### config.mk
export PLATFORM = sky130hd
export DESIGN_NAME = sram_burst_ctrl
export DESIGN_NICKNAME = d
export VERILOG_FILES = /design/src/rtl/sram_ctrl_pkg.sv /design/src/rtl/sram_burst_ctrl.sv
export SDC_FILE = /design/constraint.sdc
export NUM_CORES = 1
export LEC_CHECK = 0
export CAP_MARGIN = 25
export CELL_PAD_IN_SITES_DETAIL_PLACEMENT = 0
export CELL_PAD_IN_SITES_GLOBAL_PLACEMENT = 1
export CORE_ASPECT_RATIO = 0.75
export CORE_MARGIN = 5
export CORE_UTILIZATION = 38
export CTS_CLUSTER_SIZE = 24
export DETAILED_ROUTE_END_ITERATION = 7
export GPL_TIMING_DRIVEN = 0
export HOLD_SLACK_MARGIN = 0.12
export PLACE_DENSITY = 0.87
export SYNTH_ARGS = -nofsm -noshare
export SYNTH_HDL_FRONTEND = slang
export SYNTH_SLANG_ARGS = --single-unit
### constraint.sdc
create_clock -name clk -period 5.6 [get_ports clk]
set_input_delay 1.12 -clock clk [delete_from_list [all_inputs] [get_ports clk]]
set_output_delay 1.12 -clock clk [all_outputs]
set_load 0.02 [all_outputs]
### src/rtl/sram_ctrl_pkg.sv
// Shared definitions for the SRAM burst controller.
//   - default address / word / burst-length widths
//   - FSM state encoding
package sram_ctrl_pkg;

    localparam int DEF_ADDR_WIDTH = 12;
    localparam int DEF_WORD_WIDTH = 16;
    localparam int DEF_LEN_WIDTH  = 8;

    typedef enum logic [2:0] {
        ST_IDLE,
        ST_WRITE,
        ST_WLAST,
        ST_READ,
        ST_RDRAIN,
        ST_RLAST
    } state_t;

endpackage

### src/rtl/sram_burst_ctrl.sv
// Burst read/write controller for a single-port synchronous SRAM with
// one-cycle read latency. Sequences one SRAM word per cycle.
//
// Ports
//   clk, rst_n                      clock, synchronous active-low reset
//   i_req_* / o_req_ready           burst request handshake (len = words-1)
//   i_wdata_valid/o_wdata_ready     write beat handshake, i_wdata beat
//   o_rdata_valid/o_rdata/_last     read beat stream, no backpressure
//   o_done                          one-cycle pulse at burst completion
//   o_sram_ce/we/addr/data          registered SRAM pins
//   i_sram_data                     SRAM read data
//
// state     | meaning
// ----------+------------------------------------------------------------
// ST_IDLE   | ready for a request
// ST_WRITE  | accepting write beats, one SRAM write per accepted beat
// ST_WLAST  | final write on the SRAM pins, o_done
// ST_READ   | issuing reads start..start+len, one per cycle
// ST_RDRAIN | hold last read on pins so SRAM keeps driving the last word
// ST_RLAST  | last read beat out with o_rdata_last, o_done
module sram_burst_ctrl
    import sram_ctrl_pkg::*;
#(
    parameter int ADDR_WIDTH = DEF_ADDR_WIDTH,
    parameter int WORD_WIDTH = DEF_WORD_WIDTH,
    parameter int LEN_WIDTH  = DEF_LEN_WIDTH
) (
    input  logic                  clk,
    input  logic                  rst_n,
    input  logic                  i_req_valid,
    output logic                  o_req_ready,
    input  logic                  i_req_we,
    input  logic [ADDR_WIDTH-1:0] i_req_addr,
    input  logic [LEN_WIDTH-1:0]  i_req_len,
    input  logic                  i_wdata_valid,
    output logic                  o_wdata_ready,
    input  logic [WORD_WIDTH-1:0] i_wdata,
    output logic                  o_rdata_valid,
    output logic [WORD_WIDTH-1:0] o_rdata,
    output logic                  o_rdata_last,
    output logic                  o_done,
    output logic                  o_sram_ce,
    output logic                  o_sram_we,
    output logic [ADDR_WIDTH-1:0] o_sram_addr,
    output logic [WORD_WIDTH-1:0] o_sram_data,
    input  logic [WORD_WIDTH-1:0] i_sram_data
);

    state_t                state_q, state_d;
    logic [ADDR_WIDTH-1:0] addr_cnt_q, addr_cnt_d;
    logic [LEN_WIDTH-1:0]  beat_q, beat_d;
    logic [LEN_WIDTH-1:0]  len_q, len_d;
    logic                  ce_d, we_d;
    logic [ADDR_WIDTH-1:0] addr_d;
    logic [WORD_WIDTH-1:0] data_d;
    logic                  capture;

    always_ff @(posedge clk) begin
        if (!rst_n) begin
            state_q <= ST_IDLE;
        end else begin
            state_q <= state_d;
        end
    end

    always_comb begin
        state_d       = state_q;
        addr_cnt_d    = addr_cnt_q;
        beat_d        = beat_q;
        len_d         = len_q;
        ce_d          = 1'b0;
        we_d          = 1'b0;
        addr_d        = o_sram_addr;
        data_d        = o_sram_data;
        capture       = 1'b0;
        o_req_ready   = 1'b0;
        o_wdata_ready = 1'b0;
        o_done        = 1'b0;
        o_rdata_last  = 1'b0;

        case (state_q)
            ST_IDLE: begin
                o_req_ready = 1'b1;
                if (i_req_valid) begin
                    len_d  = i_req_len;
                    beat_d = '0;
                    if (i_req_we) begin
                        state_d    = ST_WRITE;
                        addr_cnt_d = i_req_addr;
                    end else begin
                        // First read goes out straight from the request.
                        state_d    = ST_READ;
                        ce_d       = 1'b1;
                        addr_d     = i_req_addr;
                        addr_cnt_d = i_req_addr + ADDR_WIDTH'(1);
                    end
                end
            end

            ST_WRITE: begin
                o_wdata_ready = 1'b1;
                if (i_wdata_valid) begin
                    ce_d       = 1'b1;
                    we_d       = 1'b1;
                    addr_d     = addr_cnt_q;
                    data_d     = i_wdata;
                    addr_cnt_d = addr_cnt_q + ADDR_WIDTH'(1);
                    if (beat_q == len_q) begin
                        state_d = ST_WLAST;
                    end else begin
                        beat_d = beat_q + LEN_WIDTH'(1);
                    end
                end
            end

            ST_WLAST: begin
                o_done  = 1'b1;
                state_d = ST_IDLE;
            end

            ST_READ: begin
                ce_d = 1'b1;
                // beat_q counts reads already on the pins; data for the
                // previous one is on i_sram_data from the second cycle on.
                capture = (beat_q != '0);
                if (beat_q == len_q) begin
                    state_d = ST_RDRAIN;
                end else begin
                    addr_d     = addr_cnt_q;
                    addr_cnt_d = addr_cnt_q + ADDR_WIDTH'(1);
                    beat_d     = beat_q + LEN_WIDTH'(1);
                end
            end

            ST_RDRAIN: begin
                capture = 1'b1;
                state_d = ST_RLAST;
            end

            ST_RLAST: begin
                o_rdata_last = 1'b1;
                o_done       = 1'b1;
                state_d      = ST_IDLE;
            end

            default: state_d = ST_IDLE;
        endcase
    end

    always_ff @(posedge clk) begin
        if (!rst_n) begin
            addr_cnt_q    <= '0;
            beat_q        <= '0;
            len_q         <= '0;
            o_sram_ce     <= 1'b0;
            o_sram_we     <= 1'b0;
            o_sram_addr   <= '0;
            o_sram_data   <= '0;
            o_rdata_valid <= 1'b0;
            o_rdata       <= '0;
        end else begin
            addr_cnt_q    <= addr_cnt_d;
            beat_q        <= beat_d;
            len_q         <= len_d;
            o_sram_ce     <= ce_d;
            o_sram_we     <= we_d;
            o_sram_addr   <= addr_d;
            o_sram_data   <= data_d;
            o_rdata_valid <= capture;
            if (capture) begin
                o_rdata <= i_sram_data;
            end
        end
    end

endmodule

**Yosys cells after proc, flatten, opt, wreduce, memory -nomap -nowiden**

Cells that the tools add are included.

- Reductions and logical operators: 11
- Multiplexer cells: 29
- Equal/unequal tests: 12
- Add/sub/neg operators: 3

Operators by type and width:

| kind | number |
|---|---|
| $mux W12 | 8 |
| $pmux W12 S3 | 2 |
| $add A12 B1 Y12 const B | 2 |
| $mux W8 | 3 |
| $pmux W8 S3 | 1 |
| $mux W3 | 4 |
| $ne A2 B2 Y1 const B | 6 |
| $pmux W3 S4 | 1 |
| $add A8 B1 Y8 const B | 1 |
| $eq A8 B8 Y1 | 1 |
| $reduce_and A4 Y1 | 2 |
| $reduce_bool A8 Y1 | 1 |
| $mux W1 | 7 |
| $eq A3 B2 Y1 const B | 2 |
| $eq A3 B3 Y1 const B | 2 |
| $reduce_and A2 Y1 | 3 |
| $reduce_and A5 Y1 | 1 |
| $eq A3 B1 Y1 const B | 1 |
| $logic_not A3 Y1 | 1 |
| $pmux W1 S3 | 1 |
| $reduce_and A3 Y1 | 1 |
| $reduce_bool A3 Y1 | 1 |
| $mux W2 | 1 |
| $pmux W1 S2 | 1 |
| $reduce_or A2 Y1 | 1 |

- Word-level logic and storage cells: 65
- Output and inout bits: 51
- Bits of input ports: 57
- Register bits: 78

**Depth between registers and ports, before layout**

Gate-level depths: netlist of the first run.

- Depth after elaboration: 4
- Mapped depth: 8
- Depth with buffers taken out: 7

**Worst setup path after synthesis of the first run**

Ideal clock, no wire load.

- Kind: input port to flip-flop
- Start point: input port i_req_valid
- End point: register o_sram_addr[2]
- Buffers on the path: 1
- Stages on the path: 6
- Setup time: 116 ps
- Path slack: 3144 ps
- Data arrival time: 2340 ps
- Data required time: 5484 ps
- Cells stage by stage: or3b_4 > a21o_2 > a31oi_4 > buf_4 > o2111ai_1 > o211a_1

- Cells in the longest elaborated chain, start to end: 2

RTL lines:

| element | RTL line | source |
|---|---|---|
| start: declaration | sram_burst_ctrl.sv:30 | `input logic i_req_valid,` |
| $ne A2 B2 Y1 (no line) | - |  |
| $reduce_and A5 Y1 (no line) | - |  |
| end signal: assignment | sram_burst_ctrl.sv:167 | `o_sram_addr <= addr_d;` |
| end: declaration | sram_burst_ctrl.sv:44 | `output logic [ADDR_WIDTH-1:0] o_sram_addr,` |

No other way between the ends.
A chain may end at the register's enable or synchronous reset.

**Worst setup path in the final report of the first run**

- Start point: register state_q[2]
- End point: output port o_req_ready

- Cells in the longest elaborated chain, start to end: 2

RTL lines:

| element | RTL line | source |
|---|---|---|
| start: declaration | sram_burst_ctrl.sv:49 | `state_t state_q, state_d;` |
| start signal: assignment | sram_burst_ctrl.sv:62 | `state_q <= state_d;` |
| $logic_not A3 Y1 | sram_burst_ctrl.sv:81 | `case (state_q)` |
| $mux W1 | sram_burst_ctrl.sv:81 |  |
| end: declaration | sram_burst_ctrl.sv:31 | `output logic o_req_ready,` |

No other way between the ends.

==> results_dict.tcl, run 1 <==
set metrics [dict create \
    arrival_ns 2.22 \
    synth_cell_type_count 53 \
    number_of_flops_mapped_to_enable_cells_by_yosys 0 \
    post_cts.resized_instances 0 \
    relative_max_transition_margin_pct 50.98 \
    critical_path_peak_fanout 10 \
    root_buffer "sky130_fd_sc_hd__clkbuf_16" \
    die-area_mm2 0.01217 \
    overflow 0 \
    power_switching_mw 0.6136 \
    grt_setup_unrepaired "no" \
    timing.hold.worst_path_depth 2 \
    timing.critical_path.depth 3 \
    first_global_vias 3784 \
    worstSkewPairLatency_ns 0.34 \
    seqPwrFrac_pct 36.4 \
    drt_pass1_iterations 5 \
    max_incr_delay_on_cp_ns 0.74 \
    detailroute.wirelength.met3_um 884 \
    synth-seq-cells 78 \
    synthesized_area_per_cell_um2 8.314 \
    path_delay_family "buffers and inverters" \
    die_h_um 96.79 \
    drt-vias-per-instance 5.382 \
    clockPowerShare_pct 34.3 \
    syn-instance-count 459 \
    cts_buf_count 9 \
    dominantRegCellSynth "sky130_fd_sc_hd__dfxtp_1" \
    initial_core_util_pct 39.20 \
    ys_warn_count 0 \
    worstHoldPathType "register to register" \
    crit_slowest_cell "sky130_fd_sc_hd__clkdlybuf4s50_1" \
    final_antenna_net_count 0 \
    power-per-cell-area_mw_per_mm2 345.9 \
    cts_post_setup_buffers_inserted 0 \
    wl_per_cell_um 15.86 \
    report.power.total_mw 1.852 \
    top_level_ports 108 \
    grt_use_total_pct 18.38 \
    final_cell_area_mm2 0.005354 \
    htreeDepth 3 \
    drt-total-wl_mm 11.29 \
    num_rows 31 \
    power_report.internal_total_mw 1.238 \
    rr_worst_depth 8 \
    timing.critical_path.cells "buf_2 > nor3_1 > clkdlybuf4s50_1" \
    final_period_minus_worst_setup_slack_ns 3.342 \
    summed_instance_area_of_the_synthesized_netlist_mm2 0.003816 \
    hpwlAfterDp_mm 8.419 \
    buffer_and_inverter_count_on_the_worst_path 2 \
    ys_seq_area_share_pct 40.92 \
    placed_area_mm2 0.005032 \
    sw_frac_of_total_pct 33.14 \
    grt_antenna_before_repair 0 \
    timing.critical_path.from_type "register" \
    layout.cells.most_common_list "sky130_fd_sc_hd__clkdlybuf4s50_1 (105), sky130_fd_sc_hd__nand2_1 (93), sky130_fd_sc_hd__dfxtp_1 (78)" \
    report.final.setup_viol 0 \
    drv_slew 0 \
    syn-num-nets 520 \
    setup.worst_path.end_class "output port" \
    dr.max_layer_used "met4" \
    design.final.nets 636 \
    period_share_pct 59.67 \
    worst_setup_hold_path_clk_slew_ns 0.06 \
    coreArea_mm2 0.009736 \
    finalSetupTns_ns 0 \
    worstMarginPinSlew_ns 0.7297 \
    wirelength_met1_mm 5.208 \
    clk_path_buf_depth 2 \
    detailroute.wirelength.met2_mm 5.056 \
    dr_total_vias 3832 \
    static_leakage_nw 2.097 \
    layout-drive-gt1-share_pct 6.552 \
    cts_num_sinks 78 \
    portBuffers 105 \
    combinationalPowerShare_pct 29.3 \
    finalClockSkew_ns 0.007676 \
    ctsHoldBuffers 0 \
    layout.cells.most_common "sky130_fd_sc_hd__clkdlybuf4s50_1" \
    wire_length_of_the_first_global_routing_pass_mm 18.42 \
    finalHoldViolations 0 \
    drtIter0Drc 282 \
    grt_max_degree 15 \
    antenna_cells 0 \
    synth_async_sr_flop_share_pct 0 \
    drv.max_cap_violation_count 0 \
    gp_congestion 0.8968 \
    maxClockFrequency_mhz 299.3 \
    critical_path_required_ns 4.48 \
    syn2layout_area_growth_pct 40.29 \
    maximum_ir_drop_on_the_vdd_rail_mv 0.1580 \
    die_width_um 125.7 \
    critical_path_class "register to output port" \
    outcome "complete, no violations" \
    tritoncts_clock_tree "built" \
    drc 0 \
]
## per-stage QoR
| step | setup slack, ns | hold WS, ns | util [%] | instances |
|---|---|---|---|---|
| 4_1_cts | 2.271 | 0.4617 | 54.99 | 712 |
| 3_5_place_dp | 2.340 | 0.4495 | 51.69 | 696 |
| 2_1_floorplan | 3.144 | 0.4488 | - | 459 |
| 3_3_place_gp | 2.309 | 0.4415 | 51.69 | 696 |
| 6_report | 2.258 | 0.4612 | 54.99 | 712 |
| 5_1_grt | 2.193 | 0.4851 | 54.99 | 712 |
## tightest hold or removal path, delay by kind of cell, from the launching register on
family             cells  cell delay, ns
AOI/OAI and AO/OA      1            0.06
DFF                    1            0.31
and+or+nand+nor        1            0.05
## registers in the layout, summed over array words and instances, names as in the netlist, 3 cells and up
register	flops
addr_cnt_q	12
beat_q	8
len_q	8
o_rdata	16
o_sram_addr	12
o_sram_data	16
state_q	3
## metal layers
metal,vias up,GRT usage (%)
met3,12,6.828
li1,1866,-
met1,1829,23.98
met5,-,0
met2,125,28.23
met4,0,5.750
## final timing paths
kind,startpoint,end,slack [ns]
min,o_sram_data[10]$_SDFFE_PN0P_,o_sram_data[10]$_SDFFE_PN0P_,0.46
min reg2reg,o_sram_data[10]$_SDFFE_PN0P_,o_sram_data[10]$_SDFFE_PN0P_,0.46
max,state_q[2]$_SDFFE_PN0P_,o_req_ready,2.26
max reg2reg,beat_q[0]$_SDFFE_PN0P_,o_rdata[13]$_SDFFE_PN0P_,3.35
## power by group through the flow
stage | Combinational [mW] | Clock, mW | Sequential [mW]
final | 0.543 | 0.635 | 0.674
after global routing | 0.588 | 0.669 | 0.682
after CTS | 0.542 | 0.644 | 0.673
after detailed placement | 0.537 | 0 | 0.684
after global placement | 0.532 | 0 | 0.682
after floorplan | 0.294 | 0 | 0.715
## cells by family after synthesis
logic type / count (synthesis) / share of synthesized area [%]
XOR/XNOR: 22 / 5.049
multiplexers: 19 / 4.984
buffers and inverters: 36 / 4.065
adder cells (fa/ha/maj): 4 / 1.312
flip-flops: 78 / 40.92
AND/OR/NAND/NOR: 197 / 24.36
AO/OA/AOI/OAI: 103 / 19.31
## cells in the mapped netlist, types with 3 or more instances
library cell / number / area, um^2
sky130_fd_sc_hd__nor2_1: 35 / 131.4
sky130_fd_sc_hd__nor3_1: 14 / 70.07
sky130_fd_sc_hd__o2111ai_1: 4 / 35.03
sky130_fd_sc_hd__and4_1: 7 / 61.31
sky130_fd_sc_hd__clkbuf_1: 20 / 75.07
sky130_fd_sc_hd__o211a_1: 12 / 120.1
sky130_fd_sc_hd__xnor2_1: 19 / 166.4
sky130_fd_sc_hd__o211ai_1: 3 / 22.52
sky130_fd_sc_hd__o31ai_1: 4 / 30.03
sky130_fd_sc_hd__dfxtp_1: 78 / 1562
sky130_fd_sc_hd__ha_1: 4 / 50.05
sky130_fd_sc_hd__nand2_1: 93 / 349.1
sky130_fd_sc_hd__nor2b_1: 3 / 18.77
sky130_fd_sc_hd__nand3_1: 10 / 50.05
sky130_fd_sc_hd__xor2_1: 3 / 26.28
sky130_fd_sc_hd__inv_1: 5 / 18.77
sky130_fd_sc_hd__a21oi_1: 43 / 215.2
sky130_fd_sc_hd__nand4_1: 15 / 93.84
sky130_fd_sc_hd__a211oi_1: 3 / 22.52
sky130_fd_sc_hd__buf_2: 7 / 35.03
sky130_fd_sc_hd__o21ai_0: 11 / 55.05
sky130_fd_sc_hd__buf_4: 3 / 22.52
sky130_fd_sc_hd__o21a_1: 4 / 30.03
sky130_fd_sc_hd__mux2i_1: 19 / 190.2
sky130_fd_sc_hd__or3_1: 3 / 18.77
## cell type report
cell class	count	area, um^2
Timing Repair Buffer	105	1051
Fill cell	905	4382
Clock buffer	9	225.2
Tap cell	132	165.2
Sequential cell	78	1562
Inverter	6	22.52
Buffer	30	132.6
Multi-Input combinational cell	345	2100
Clock inverter	7	96.34
Power figures use the tool's default switching activity.
==> run 2, diff against run 1 <==
Settings changed: CORE_UTILIZATION 38 to 31, PLACE_DENSITY 0.87 to 0.76.
Clock period 5.6 ns to 2.9 ns, I/O delays scaled along.
==> results_dict.tcl, run 2 (synthesis gave the netlist of run 1 again) <==
set metrics [dict create \
    finalHoldViolations 0 \
    layout-drive-gt1-share_pct 6.379 \
    power-per-cell-area_mw_per_mm2 631.3 \
    dpl_worst_slack_ns 0.1805 \
    grt_use_total_pct 15.15 \
    final_antenna_net_count 0 \
    finalClockSkew_ns 0.005500 \
    gp_congestion 0.8225 \
    period_share_pct 98.12 \
    num_rows 35 \
    coreArea_mm2 0.01217 \
    seqPwrFrac_pct 38.6 \
    maximum_ir_drop_on_the_vdd_rail_mv 0.3147 \
    die_h_um 106.1 \
    ctsHoldBuffers 0 \
    static_leakage_nw 2.077 \
    wl_per_cell_um 15.06 \
    finalSetupTns_ns 0 \
    tritoncts_clock_tree "built" \
    numPlacedInstances 730 \
    layout.cells.most_common_list "sky130_fd_sc_hd__clkdlybuf4s50_1 (105), sky130_fd_sc_hd__nand2_1 (93), sky130_fd_sc_hd__dfxtp_1 (78)" \
    worstSkewPairLatency_ns 0.34 \
    clockPowerShare_pct 30.4 \
    report.final.setup_viol 0 \
    critical_path_required_ns 2.32 \
    grt_max_degree 14 \
    wire_length_of_the_first_global_routing_pass_mm 18.13 \
    maxClockFrequency_mhz 351.5 \
    final.setup.worst_slack_ns 0.05464 \
    layout.cells.most_common "sky130_fd_sc_hd__clkdlybuf4s50_1" \
    drt-total-wl_mm 11.23 \
    arrival_ns 2.27 \
    grt_antenna_before_repair 0 \
    worstHoldPathType "register to register" \
    setup.worst_path.end_class "output port" \
    critical_path_peak_fanout 10 \
    die_width_um 138.1 \
    clk_path_buf_depth 2 \
    antenna_cells 0 \
    worstMarginPinSlew_ns 0.7997 \
    report.power.total_mw 3.373 \
    syn2layout_area_growth_pct 40.00 \
    timing.critical_path.from_type "register" \
    post_cts.resized_instances 0 \
    power_switching_mw 1.161 \
    initial_core_util_pct 31.35 \
    root_buffer "sky130_fd_sc_hd__clkbuf_16" \
    relative_max_transition_margin_pct 46.27 \
    overflow 0 \
    drv_slew 0 \
    power_report.internal_total_mw 2.212 \
    hpwlAfterDp_mm 8.565 \
    drt-vias-per-instance 5.060 \
    layout_top_registers "o_rdata: 16 flops, o_sram_data: 16 flops" \
    dr_total_vias 3775 \
    r2r_setup_slack_ns 0.63 \
    final_cells 746 \
    cts_buf_count 9 \
    drv.max_cap_violation_count 0 \
    drc 0 \
    critical_path_class "register to output port" \
    drtIter0Drc 257 \
    outcome "complete, no violations" \
    cts_num_sinks 78 \
    top_level_ports 108 \
    design.final.nets 636 \
    htreeDepth 3 \
    first_global_vias 3595 \
    final.fill_count 1240 \
    worst_setup_hold_path_clk_slew_ns 0.06 \
    cts_post_setup_buffers_inserted 0 \
    grt_setup_unrepaired "no" \
    portBuffers 105 \
    final_period_minus_worst_setup_slack_ns 2.845 \
    drt_pass1_iterations 5 \
    timing.hold.ws_ns 0.4546 \
    combinationalPowerShare_pct 31.0 \
    die-area_mm2 0.01465 \
    sw_frac_of_total_pct 34.42 \
]
## run 2: routing by layer
metal / GRT usage [%] / vias to the layer above / wire, um
li1: - / 1866 / -
met1: 20.14 / 1787 / 5176
met2: 23.33 / 111 / 5019
met3: 5.621 / 11 / 918
met4: 3.808 / 0 / 119
met5: 0 / - / 0
## run 2: final cells by class
type / count / area, um^2 / share of cell area (%)
clock inverter: 6 / 38.79 / 0.7260
inverter: 6 / 22.52 / 0.4215
clock buffer: 10 / 229.0 / 4.286
multi-input combinational: 345 / 2100 / 39.30
tap: 166 / 207.7 / 3.888
buffer: 30 / 132.6 / 2.482
timing repair buffer: 105 / 1051 / 19.67
sequential: 78 / 1562 / 29.23
## run 2: worst paths after layout
path / start / endpoint / cells past startpoint
hold reg to reg: o_sram_data[15]$_SDFFE_PN0P_ / o_sram_data[15]$_SDFFE_PN0P_ / 2
setup reg to reg: beat_q[0]$_SDFFE_PN0P_ / o_rdata[4]$_SDFFE_PN0P_ / 8
hold / removal: o_sram_data[15]$_SDFFE_PN0P_ / o_sram_data[15]$_SDFFE_PN0P_ / 2
setup / recovery: state_q[2]$_SDFFE_PN0P_ / o_req_ready / 3
## run 2: through the flow
stage          area, um^2  utilization, %
2_1_floorplan        3816               -
6_report             5343           43.88
5_1_grt              5343           43.88
3_5_place_dp         5075           41.69
3_3_place_gp         5075           41.69
4_1_cts              5343           43.88
## run 2: worst max-delay path, stage by stage, from the launching register on
cell and delay, ns:
sky130_fd_sc_hd__dfxtp_1 0.32, sky130_fd_sc_hd__buf_2 0.19, sky130_fd_sc_hd__nor3_1 0.68, sky130_fd_sc_hd__clkdlybuf4s50_1 0.74
## run 2: power groups by stage
stage               Combinational, mW  Clock, mW  Sequential, mW
global placement                 1.04          0            1.32
CTS                              1.05       1.06            1.30
global route                     1.14       1.10            1.32
finish                           1.05       1.03            1.30
floorplan                       0.567          0            1.38
detailed placement               1.04          0            1.32
==> run 3, diff against run 2 <==
Settings changed: CORE_UTILIZATION 31 to 38, PLACE_DENSITY 0.76 to 0.87.
Clock period 2.9 ns to 3.35 ns, I/O delays scaled along.
==> results of run 3 <==
The final DEF is identical to that of run 1. Status: complete, no violations.
Among the figures that moved: setup slack after placement 2.340 ns -> 0.5396 ns; setup slack after layout 2.258 ns -> 0.4585 ns; register-to-register setup slack 3.35 ns -> 1.10 ns; total power 1.852 mW -> 3.096 mW; worst IR drop on VDD 0.1580 mV -> 0.2641 mV
